$ cat src/rtl/sc_init_seq.sv
// sc_init_seq: walks a register-init ROM table onto the serial-control master and arbitrates the host path.
// Define SC_READBACK_EN to add the VERIFY opcode (8'h03); without it 8'h03 is illegal.
module sc_init_seq #(
    parameter int TBL_AW = 8,
    parameter int TMO_W  = 20
) (
    input  logic              clk,
    input  logic              reset,
    input  logic              init_go,
    output logic [TBL_AW-1:0] tbl_addr,
    input  logic [31:0]       tbl_data,
    input  logic [15:0]       h_subaddr,
    input  logic [7:0]        h_w_data,
    input  logic              h_wr,
    input  logic              h_start,
    output logic              h_busy,
    output logic              h_done,
    output logic [7:0]        h_r_data,
    output logic [15:0]       sc_subaddr,
    output logic [7:0]        sc_w_data,
    output logic              sc_wr,
    output logic              sc_start,
    input  logic              sc_done,
    input  logic [7:0]        sc_r_data,
    output logic              init_busy,
    output logic              init_done,
    output logic              init_err,
    output logic [TBL_AW-1:0] err_addr
);
    typedef enum logic [3:0] {
        IDLE, FETCH, DECODE, ISSUE, WAIT_DONE, DELAY, HOST_ISSUE, HOST_WAIT, DONE, ERR
    } state_t;

    localparam logic [TBL_AW-1:0] LAST_ADDR = '1;
    // Last waiting cycle that may still see sc_done; the wait lasts 2^TMO_W-1 cycles at most.
    localparam logic [TMO_W-1:0]  TMO_LAST  = {{(TMO_W-1){1'b1}}, 1'b0};

    state_t state, state_n;
    logic [TMO_W-1:0] tmo;
    logic [15:0] dly;
    logic [15:0] hq_subaddr;
    logic [7:0] hq_w_data;
    logic hq_wr;
    logic arb, go, host_go, adv, fail, h_fin, chk_fail;
    logic [7:0] op;
    logic op_end, op_wr, op_dly, op_ver;

    assign op       = tbl_data[31:24];
    assign op_end   = op == 8'h00;
    assign op_wr    = op == 8'h01;
    assign op_dly   = op == 8'h02;
    assign arb      = state == IDLE || state == DONE || state == ERR;
    assign go       = arb && init_go;
    assign host_go  = arb && !init_go && h_busy;
    assign sc_start = state == ISSUE || state == HOST_ISSUE;

`ifdef SC_READBACK_EN
    logic [7:0] exp_data;
    logic rd_chk;
    assign op_ver   = op == 8'h03;
    assign chk_fail = rd_chk && sc_r_data != exp_data;
    // Hold the expected readback of a VERIFY entry until its sc_done arrives.
    always_ff @(posedge clk or posedge reset) begin
        if (reset) begin
            exp_data <= '0;
            rd_chk   <= 1'b0;
        end else if (state == DECODE) begin
            exp_data <= tbl_data[7:0];
            rd_chk   <= op_ver;
        end
    end
`else
    assign op_ver   = 1'b0;
    assign chk_fail = 1'b0;
`endif

    // State register.
    always_ff @(posedge clk or posedge reset) begin
        if (reset) state <= IDLE;
        else state <= state_n;
    end

    // Next state plus one-cycle strobes: adv = entry finished, fail = abort at tbl_addr, h_fin = host finished.
    always_comb begin
        state_n = state;
        adv     = 1'b0;
        fail    = 1'b0;
        h_fin   = 1'b0;
        case (state)
            IDLE, DONE, ERR: state_n = go ? FETCH : host_go ? HOST_ISSUE : state;
            FETCH:           state_n = DECODE;
            DECODE: begin
                if (op_end) state_n = DONE;
                else if (op_wr || op_ver) state_n = ISSUE;
                else if (op_dly) begin
                    state_n = DELAY;
                    adv     = tbl_data[15:0] == 16'd0;
                end else fail = 1'b1;
            end
            ISSUE:           state_n = WAIT_DONE;
            WAIT_DONE: begin
                adv  = sc_done && !chk_fail;
                fail = sc_done ? chk_fail : tmo == TMO_LAST;
            end
            DELAY:           adv = dly == 16'd0;
            HOST_ISSUE:      state_n = HOST_WAIT;
            HOST_WAIT: begin
                h_fin   = sc_done || tmo == TMO_LAST;
                state_n = h_fin ? IDLE : HOST_WAIT;
            end
            default:         state_n = IDLE;
        endcase
        if (adv) state_n = tbl_addr == LAST_ADDR ? ERR : FETCH;
        if (fail) state_n = ERR;
    end

    // Counters, host pending slot, master-facing fields and sticky init status.
    always_ff @(posedge clk or posedge reset) begin
        if (reset) begin
            tmo        <= '0;
            dly        <= '0;
            hq_subaddr <= '0;
            hq_w_data  <= '0;
            hq_wr      <= 1'b0;
            tbl_addr   <= '0;
            h_busy     <= 1'b0;
            h_done     <= 1'b0;
            h_r_data   <= '0;
            sc_subaddr <= '0;
            sc_w_data  <= '0;
            sc_wr      <= 1'b0;
            init_busy  <= 1'b0;
            init_done  <= 1'b0;
            init_err   <= 1'b0;
            err_addr   <= '0;
        end else begin
            tmo    <= (state == WAIT_DONE || state == HOST_WAIT) ? tmo + 1'b1 : '0;
            dly    <= state == DECODE ? tbl_data[15:0] - 16'd1 : state == DELAY ? dly - 16'd1 : dly;
            h_done <= h_fin;
            if (h_fin) begin
                h_busy   <= 1'b0;
                h_r_data <= sc_done ? sc_r_data : 8'hFF;
            end else if (h_start && !h_busy) begin
                h_busy     <= 1'b1;
                hq_subaddr <= h_subaddr;
                hq_w_data  <= h_w_data;
                hq_wr      <= h_wr;
            end
            if (host_go) begin
                sc_subaddr <= hq_subaddr;
                sc_w_data  <= hq_w_data;
                sc_wr      <= hq_wr;
            end else if (state == DECODE && (op_wr || op_ver)) begin
                sc_subaddr <= tbl_data[23:8];
                sc_w_data  <= tbl_data[7:0];
                sc_wr      <= op_wr;
            end
            if (go) begin
                tbl_addr  <= '0;
                init_busy <= 1'b1;
                init_done <= 1'b0;
                init_err  <= 1'b0;
                err_addr  <= '0;
            end
            if (state == DECODE && op_end) begin
                init_done <= 1'b1;
                init_busy <= 1'b0;
            end
            if (adv && tbl_addr != LAST_ADDR) tbl_addr <= tbl_addr + 1'b1;
            if (fail || (adv && tbl_addr == LAST_ADDR)) begin
                init_err  <= 1'b1;
                init_busy <= 1'b0;
                err_addr  <= tbl_addr;
            end
        end
    end
endmodule
$ cat config.mk
export PLATFORM = sky130hd
export DESIGN_NAME = sc_init_seq
export DESIGN_NICKNAME = d
export VERILOG_FILES = /design/src/rtl/sc_init_seq.sv
export SDC_FILE = /design/constraint.sdc
export NUM_CORES = 1
export LEC_CHECK = 0
export BUFFER_PORTS_ARGS = -buffer_cell sky130_fd_sc_hd__buf_2
export CORE_AREA = 2 2 110 101
export CTS_BUF_LIST = sky130_fd_sc_hd__clkbuf_16
export DETAILED_ROUTE_END_ITERATION = 6
export DIE_AREA = 0 0 112 103
export GPL_TIMING_DRIVEN = 0
export PLACE_DENSITY_LB_ADDON = 0.08
export SYNTH_ARGS = -nofsm -noshare
export SYNTH_HDL_FRONTEND = slang
export SYNTH_SLANG_ARGS = --single-unit
export TNS_END_PERCENT = 100
$ cat constraint.sdc
create_clock -name clk -period 9.65 [get_ports clk]
set_input_delay 0.4825 -clock clk [delete_from_list [all_inputs] [get_ports clk]]
set_output_delay 0.4825 -clock clk [all_outputs]
set_load 0.005 [all_outputs]
==> results of run 1 <==
-- layout make-up --
type	instances	area, um2
fillers	838	3188
flip-flops and latches	119	2978
multi-input cells	422	2779
repair buffers	125	648.1
clock buffers	17	425.4
clock inverters	15	188.9
well taps	133	166.4
plain buffers	24	108.9
inverters	14	57.56
-- report_power, final --
part           leakage [nW]  total [W]  switching [W]  internal [W]
combinational          1.49   0.000624       0.000339      0.000285
clock                 0.296   0.000659       0.000248      0.000411
sequential             1.48   0.000797       0.000117      0.000680
-- cell usage in the layout, fill, tap and decap left out, drive strengths merged, types with 8 or more instances in the layout --
cell / n
mux2: 26
clkbuf: 30
o21ai: 25
nand3: 20
buf: 136
nor4: 11
nand2: 35
xor2: 26
xnor2: 18
nor2: 87
mux2i: 34
nor3: 14
a21oi: 38
inv: 20
o22a: 8
dfrtp: 119
-- worst min-delay path by stage --
stage / start / endpoint / cells after the start
3_5_place_dp: init_err / init_err / 1
5_1_grt: reset / tmo[5] / 2
3_3_place_gp: init_err / init_err / 1
4_1_cts: reset / tmo[5] / 2
2_1_floorplan: tmo[0] / tmo[0] / 1
6_report: reset / tmo[5] / 2
-- kinds of logic (layout without fill, tap and decap cells) --
group,after synthesis,count (layout)
XOR/XNOR,44,44
AND/OR/NAND/NOR,217,217
AO/OA/AOI/OAI,97,97
buffers and inverters,38,195
adder cells (fa/ha/maj),4,4
multiplexers,60,60
flip-flops,119,119
-- routing by layer --
layer	vias up	share of wire (%)	global-route usage, %
met2	146	47	40.23
met1	2375	45	34.75
met3	29	6.2	8.701
met4	0	1.9	9.475
li1	2339	-	-
met5	-	0	0
-- worst max-delay path, cell delays in order (launching register included) --
cell and delay (ps):
dfrtp_1 440, or4b_1 480, buf_2 180, buf_2 210, clkbuf_1 270, a21oi_1 220, ha_1 320, o21ai_1 230
or3_1 450, o211ai_1 180, o211ai_1 120
-- flip-flops by register name (all words and copies together), names as in the netlist --
| name | cells |
|---|---|
| err_addr | 8 |
| tmo | 20 |
| sc_subaddr | 16 |
| h_busy | 1 |
| init_err | 1 |
| init_busy | 1 |
| tbl_addr | 8 |
| sc_wr | 1 |
| hq_subaddr | 16 |
| hq_wr | 1 |
| init_done | 1 |
| state | 4 |
| dly | 16 |
| h_r_data | 8 |
| hq_w_data | 8 |
| sc_w_data | 8 |
| h_done | 1 |
-- per-stage QoR --
stage          hold slack, ps  util [%]  total power [W]  worst slack (ps)  cells
2_1_floorplan           446.1         -         0.001191              6010    579
3_3_place_gp            453.6     63.62         0.001386              4712    836
3_5_place_dp            460.1     63.92         0.001415              6460    837
4_1_cts                 104.6     69.75         0.002088              6437    869
5_1_grt                 124.2     69.75         0.002203              6281    869
6_report                77.71     69.75         0.002079              6408    869
==> impl_metrics.env, run 1 <==
export IMPL_ys_seq_area_share_pct=50.32
export IMPL_min_period_over_period_pct=33.59
export IMPL_worstPathRequired_ps=9930
export IMPL_die_area_mm2=0.01154
export IMPL_clockRootBuffer="clkbuf_16"
export IMPL_synth_edf_count=0
export IMPL_setup_viol=0
export IMPL_crit_path_end_kind="flop"
export IMPL_gp_routability_congestion=0.8789
export IMPL_arrival_ps=3520
export IMPL_diodes=0
export IMPL_period_minus_slack_ps=3242
export IMPL_io_pins=125
export IMPL_core_area_mm2=0.01054
export IMPL_postCtsSetupBuffers=0
export IMPL_vias=4889
export IMPL_synthXorXnorAreaFrac_pct=6.512
export IMPL_synth_async_sr_flop_share_pct=100.0
export IMPL_hold_buffers=0
export IMPL_clk_latency_ps=430
export IMPL_start_util_pct=56.15
export IMPL_track_usage_pct=26.01
export IMPL_hp_class="in -> async"
export IMPL_synth_simple_area_share_pct=18.46
export IMPL_synth_top_family_by_area="simple AND/OR/NAND/NOR gates"
export IMPL_cp_endpoint="dly[12]"
export IMPL_postPlaceCellArea_mm2=0.006738
export IMPL_irDropWorstVdd_mv=0.1851
export IMPL_detailed_place_hpwl_mm=10.18
export IMPL_reg2reg_depth=10
export IMPL_num_rows=36
export IMPL_antenna_found_initial=0
export IMPL_r2r_start="state[2]"
export IMPL_yosysWarningCount=0
export IMPL_drc=0
export IMPL_nNetsFinal=797
export IMPL_cts_buffer_depth=2
export IMPL_fmax_ghz=0.3085
export IMPL_tightest_slew_ps=683.6
export IMPL_synth_top_cells_by_area="dfrtp_1, mux2i_1, nor2_1"
export IMPL_postCtsResizedCells=0
export IMPL_finalMaxSlewViolations=0
export IMPL_crit_type="reg -> reg"
export IMPL_grt_pass1_wl_mm=23.34
export IMPL_synth_cell_type_count=58
export IMPL_yosys_mux_area_fraction_pct=10.70
export IMPL_fin_area_mm2=0.007352
export IMPL_syn_area_mm2=0.005918
export IMPL_yosys_cell_count_top_type="dfrtp_1"
export IMPL_synth_compound_area_share_pct=10.44
export IMPL_port_buffers=124
export IMPL_drtIter0Drc=409
export IMPL_r2r_end="dly[12]"
export IMPL_drt_total_wl_mm=14.63
export IMPL_cp_start_kind="flop"
export IMPL_synth_cells=579
export IMPL_power_density_mw_per_mm2=282.8
export IMPL_clk_pin_slew_ps=60
export IMPL_ys_flop_type="dfrtp_1"
export IMPL_outcome="completed"
export IMPL_yosys_area_top_type="dfrtp_1"
export IMPL_die_w_um=112
export IMPL_antenna_left=0
export IMPL_synth_fa_ha_area_share_pct=0.8457
export IMPL_htree_levels=4
export IMPL_synth_top_area_share_pct=50.32
export IMPL_hold_violations=0
export IMPL_clock_sinks=119
export IMPL_first_pass_iters=4
export IMPL_max_slew_margin_pct=54.01
export IMPL_final_layout_size_suffix_gt1_share_pct=28.40
export IMPL_ys_ff_latch=119
export IMPL_fin_skew_ps=13.95
export IMPL_cap_violations=0
export IMPL_power_leakage_nw=3.264
export IMPL_cts_made_buffers=17
export IMPL_viasPerCell=5.626
export IMPL_crit_start="state[2]"
export IMPL_grt_ovfl_total=0
export IMPL_first_global_vias=4750
export IMPL_ys_top_cells_by_count="dfrtp_1, nor2_1, a21oi_1"
export IMPL_fin_tns_setup_ps=0
export IMPL_die_h_um=103
export IMPL_wl_per_cell_um=16.83
export IMPL_cts_tree="yes"
export IMPL_grt_max_degree=68
export IMPL_syn_nets=653
export IMPL_postSynthAreaPerCell_um2=10.22
export IMPL_r2r_slack_ps=6410
export IMPL_rsz0062_at_grt="no"
export IMPL_syn_to_final_growth_pct=24.23
export IMPL_cp_max_fo=10
No activity file was read; power rests on OpenSTA's default activity.
==> inputs of run 2 (changes only) <==
- CORE_AREA: 2 2 110 101 -> 2 2 113 104
- DIE_AREA: 0 0 112 103 -> 0 0 115 106
- clock period: 9.65 -> 3.1 ns (I/O delays scaled with it)
==> impl_metrics.env, run 2 (synthesized netlist as in run 1, its figures left out) <==
export IMPL_drtIter0Drc=333
export IMPL_diodes=0
export IMPL_cts_made_buffers=17
export IMPL_p_sw_share_pct=33.02
export IMPL_cp_max_fo=10
export IMPL_gp_routability_congestion=0.9028
export IMPL_track_usage_pct=25.05
export IMPL_largest_register_ffs=20
export IMPL_postCtsSetupBuffers=0
export IMPL_worstPathRequired_ps=3380
export IMPL_grt_ovfl_total=0
export IMPL_start_util_pct=53.27
export IMPL_final_layout_size_suffix_gt1_share_pct=27.81
export IMPL_min_to="sc_subaddr[15]"
export IMPL_hold_start="tbl_data[23]"
export IMPL_antenna_found_initial=0
export IMPL_crit_path_end_kind="flop"
export IMPL_fin_tns_setup_ps=0
export IMPL_cts_tree="yes"
export IMPL_largest_register="tmo"
export IMPL_arrival_ps=3210
export IMPL_fmax_ghz=0.3405
export IMPL_clk_pin_slew_ps=60
export IMPL_period_minus_slack_ps=2937
export IMPL_detailed_place_hpwl_mm=10.48
export IMPL_reg2reg_depth=10
export IMPL_outcome="completed"
export IMPL_hold_violations=0
export IMPL_fin_util_pct=69.92
export IMPL_power_density_mw_per_mm2=843.6
export IMPL_vias=5043
export IMPL_r2r_start="state[1]"
export IMPL_r2r_end="dly[12]"
export IMPL_max_slew_margin_pct=50.20
export IMPL_nNetsFinal=834
export IMPL_fin_skew_ps=7.379
export IMPL_grt_pass1_wl_mm=24.01
export IMPL_finalMaxSlewViolations=0
export IMPL_seq_power_share_pct=38.0
export IMPL_internal_power_w=0.004390
export IMPL_crit_type="reg -> reg"
export IMPL_die_w_um=115
export IMPL_layout_commonest_cell="buf_2"
export IMPL_cts_buffer_depth=2
export IMPL_power_leakage_nw=3.424
export IMPL_port_buffers=124
export IMPL_clockPowerShare_pct=31.7
export IMPL_fillCellCount=826
export IMPL_die_h_um=106
export IMPL_die_area_mm2=0.01219
export IMPL_drc=0
export IMPL_clock_sinks=119
export IMPL_cap_violations=0
export IMPL_grt_max_degree=42
export IMPL_clockRootBuffer="clkbuf_16"
export IMPL_irDropWorstVdd_mv=0.5790
export IMPL_p_switching_w=0.002164
export IMPL_holdPathStages=3
export IMPL_antenna_left=0
export IMPL_comb_power_share_pct=30.3
export IMPL_syn_to_final_growth_pct=31.27
export IMPL_drt_total_wl_mm=14.85
export IMPL_clk_latency_ps=410
export IMPL_wl_per_cell_um=16.34
export IMPL_cp_start_kind="flop"
export IMPL_setup_viol=0
export IMPL_tightest_slew_ps=740.2
export IMPL_core_area_mm2=0.01111
export IMPL_num_rows=37
export IMPL_hp_class="in -> reg"
export IMPL_final_cell_mix="buf_2, dfrtp_1, nor2_1"
export IMPL_io_pins=125
export IMPL_r2r_slack_ps=160
export IMPL_viasPerCell=5.548
export IMPL_htree_levels=4
export IMPL_first_pass_iters=5
export IMPL_first_global_vias=4982
export IMPL_min_period_over_period_pct=94.73
run 2: changes by cell type in the layout (fill, tap and decap cells not counted), sizes merged:
cell,before,now
buf,136,139
bufinv,3,4
clkbuf,30,29
clkinv,4,6
clkinvlp,2,3
dlygate4sd3,0,35
inv,20,16
run 2: layout make-up:
class | instances | area, um2 | area share [%]
inverters | 14 | 56.30 | 0.7248
multi-input cells | 422 | 2796 | 36.00
flip-flops and latches | 119 | 2979 | 38.35
well taps | 136 | 170.2 | 2.190
clock inverters | 15 | 200.2 | 2.577
clock buffers | 17 | 425.4 | 5.476
repair buffers | 162 | 1031 | 13.27
plain buffers | 24 | 110.1 | 1.417
run 2: critical path: stages (launching register included):
cell	delay, ps
dfrtp_1	470
or4b_1	440
buf_2	180
buf_2	210
buf_2	220
a21oi_1	190
ha_2	280
o21ai_2	120
or3_1	410
o211ai_1	180
o211ai_1	110
run 2: worst max-delay path by stage:
stage / depth (start not counted) / slack, ps / to / from
6_report: 10 / 160 / dly[12] / state[1]
5_1_grt: 10 / -40 / dly[12] / state[1]
4_1_cts: 10 / 20 / dly[12] / state[2]
3_5_place_dp: 10 / -50 / dly[12] / state[2]
3_3_place_gp: 10 / -30 / dly[12] / state[2]
2_1_floorplan: 10 / 390 / dly[12] / state[2]
run 2: power groups by stage:
stage	Sequential (W)	Combinational, W	Clock (W)
2_1_floorplan	0.00245	0.00125	0
3_3_place_gp	0.00247	0.00186	0
3_5_place_dp	0.00249	0.00193	0
4_1_cts	0.00248	0.00198	0.00210
5_1_grt	0.00255	0.00223	0.00218
6_report	0.00249	0.00199	0.00208
run 2: timing repair:
| action | in CTS | in global routing |
|---|---|---|
| gates cloned | 0 | 0 |
| hold buffers | 35 | 0 |
| hold endpoints to repair | 46 | 0 |
| gates resized for setup | 1 | 6 |
| endpoints found under the setup margin | 2 | 2 |
run 2: per-layer routing:
metal / routed length, um / part of all wire (%) / track usage (%) / vias up
li1: - / - / - / 2409
met1: 6852 / 46 / 34.50 / 2477
met2: 7040 / 47 / 39.08 / 145
met3: 818 / 5.5 / 6.727 / 12
met4: 140 / 0.94 / 7.315 / 0
met5: 0 / 0 / 0 / -
run 2: stage by stage:
| step | worst slack, ps | total power, W | instance area [um2] | hold slack (ps) | std cells |
|---|---|---|---|---|---|
| 4_1_cts | 18.08 | 0.006561 | 7750 | 43.21 | 909 |
| 5_1_grt | -36.35 | 0.006962 | 7769 | 68.21 | 909 |
| 3_5_place_dp | -54.62 | 0.004429 | 6773 | 153.7 | 842 |
| 2_1_floorplan | 390.4 | 0.003709 | 5922 | 280.0 | 579 |
| 6_report | 163.4 | 0.006554 | 7769 | 56.04 | 909 |
| 3_3_place_gp | -27.74 | 0.004325 | 6713 | 365.0 | 839 |
==> inputs of run 3 (changes only) <==
- RECOVER_POWER: unset -> 100
==> impl_metrics.env, run 3 (synthesized netlist as in run 1, its figures left out) <==
export IMPL_outcome="finished, violations left"
export IMPL_violations="capacitance limit, slew limit"
export IMPL_layout_commonest_cell="dfrtp_1"
export IMPL_largest_register="tmo"
export IMPL_die_area_mm2=0.01219
export IMPL_postPlaceCellArea_mm2=0.006773
export IMPL_gp_routability_congestion=0.9028
export IMPL_io_pins=125
export IMPL_drtIter0Drc=360
export IMPL_min_period_over_period_pct=94.88
export IMPL_worstPathRequired_ps=3380
export IMPL_layoutNonFillerInstCount=909
export IMPL_power_w=0.006499
export IMPL_core_area_mm2=0.01111
export IMPL_fillCellCount=850
export IMPL_clk_latency_ps=410
export IMPL_final_cell_mix="dfrtp_1, buf_2, nor2_1"
export IMPL_cap_violations=1
export IMPL_first_pass_iters=4
export IMPL_fmax_ghz=0.3400
export IMPL_vias=5017
export IMPL_power_leakage_nw=3.310
export IMPL_hold_violations=0
export IMPL_max_slew_margin_pct=-10.22
export IMPL_postCtsSetupBuffers=0
export IMPL_nNetsFinal=834
export IMPL_clk_pin_slew_ps=60
export IMPL_pre_cts_ws_ps=-54.62
export IMPL_num_rows=37
export IMPL_irDropWorstVdd_mv=0.5726
export IMPL_grt_max_degree=42
export IMPL_cts_buffer_depth=2
export IMPL_drc=0
export IMPL_fin_tns_setup_ps=0
export IMPL_track_usage_pct=25.05
export IMPL_detailed_place_hpwl_mm=10.48
export IMPL_wl_per_cell_um=16.29
export IMPL_crit_path_end_kind="flop"
export IMPL_setup_viol=0
export IMPL_cp_max_fo=10
export IMPL_antenna_found_initial=0
export IMPL_finalMaxSlewViolations=29
export IMPL_cts_tree="yes"
export IMPL_syn_to_final_growth_pct=29.89
export IMPL_start_util_pct=53.27
export IMPL_die_w_um=115
export IMPL_cp_start_kind="flop"
export IMPL_tightest_slew_ps=1653
export IMPL_grt_pass1_wl_mm=24.01
export IMPL_htree_levels=4
export IMPL_fin_ws_ps=158.6
export IMPL_clockRootBuffer="clkbuf_16"
export IMPL_first_global_vias=4982
export IMPL_diodes=0
export IMPL_placed_cells=842
export IMPL_power_density_mw_per_mm2=845.4
export IMPL_fin_skew_ps=9.127
export IMPL_clock_sinks=119
export IMPL_period_minus_slack_ps=2941
export IMPL_port_buffers=124
export IMPL_viasPerCell=5.519
export IMPL_hp_class="in -> reg"
export IMPL_largest_register_ffs=20
export IMPL_die_h_um=106
export IMPL_final_layout_size_suffix_gt1_share_pct=22.64
export IMPL_grt_ovfl_total=0
export IMPL_arrival_ps=3220
export IMPL_cts_made_buffers=17
export IMPL_drt_total_wl_mm=14.81
export IMPL_crit_type="reg -> reg"
export IMPL_antenna_left=0
export IMPL_fin_area_mm2=0.007687
run 3: changes by cell type in the layout (fill, tap and decap cells not counted), moves of 2 or more:
cell,before,now
and2_0,1,3
and2_1,6,4
buf_2,134,99
clkbuf_1,12,47
run 3: per-stage QoR:
step	hold WS (ps)	utilization, %
6_report	57.18	69.19
5_1_grt	68.22	69.19
4_1_cts	43.21	69.75
3_5_place_dp	153.7	60.96
3_3_place_gp	365.0	60.42
2_1_floorplan	280.0	-
run 3: layout make-up:
cell class	instances	area [um2]	share of cell area [%]
tap	136	170.2	2.214
inverter	14	53.80	0.6999
buffer	24	100.1	1.302
clock buffer	17	425.4	5.534
timing repair buffer	162	978.4	12.73
multi-input combinational	422	2780	36.17
clock inverter	15	200.2	2.604
sequential	119	2979	38.75
run 3: timing repair:
action                                  in CTS  in global routing
hold endpoints to repair                    46                  0
hold buffers                                35                  0
resized for setup                            1                  6
pin swaps                                    0                  0
endpoints found under the setup margin       2                  2
gates cloned                                 0                  0
run 3: worst paths after layout:
kind                               from             end  slack, ps  depth (start not counted)
max in group asynchronous         reset           sc_wr        840                          4
min reg2reg                      tmo[0]          tmo[0]        480                          1
max                            state[1]         dly[12]        160                         10
min                        tbl_data[23]  sc_subaddr[15]         60                          3
max reg2reg                    state[1]         dly[12]        160                         10
min in group asynchronous         reset         tmo[17]        350                          3
run 3: power breakdown:
group	total (W)	internal [W]	switching [W]
Combinational	0.00193	0.000873	0.00106
Clock	0.00208	0.00135	0.000727
Sequential	0.00249	0.00212	0.000373
Total	0.00650	0.00434	0.00216
run 3: routing by layer:
layer | vias up | global-route usage, % | wire, um
met5 | - | 0 | 0
met4 | 0 | 7.315 | 169
met3 | 14 | 6.727 | 851
met2 | 136 | 39.08 | 7012
met1 | 2459 | 34.50 | 6772
li1 | 2408 | - | -
run 3: critical path, cell delays in order (launching register included):
cell and delay [ps]:
dfrtp_1 480, or4b_1 450, buf_2 180, buf_2 210
buf_2 220, a21oi_1 190, ha_2 280, o21ai_2 130
or3_1 410, o211ai_1 170, o211ai_1 110
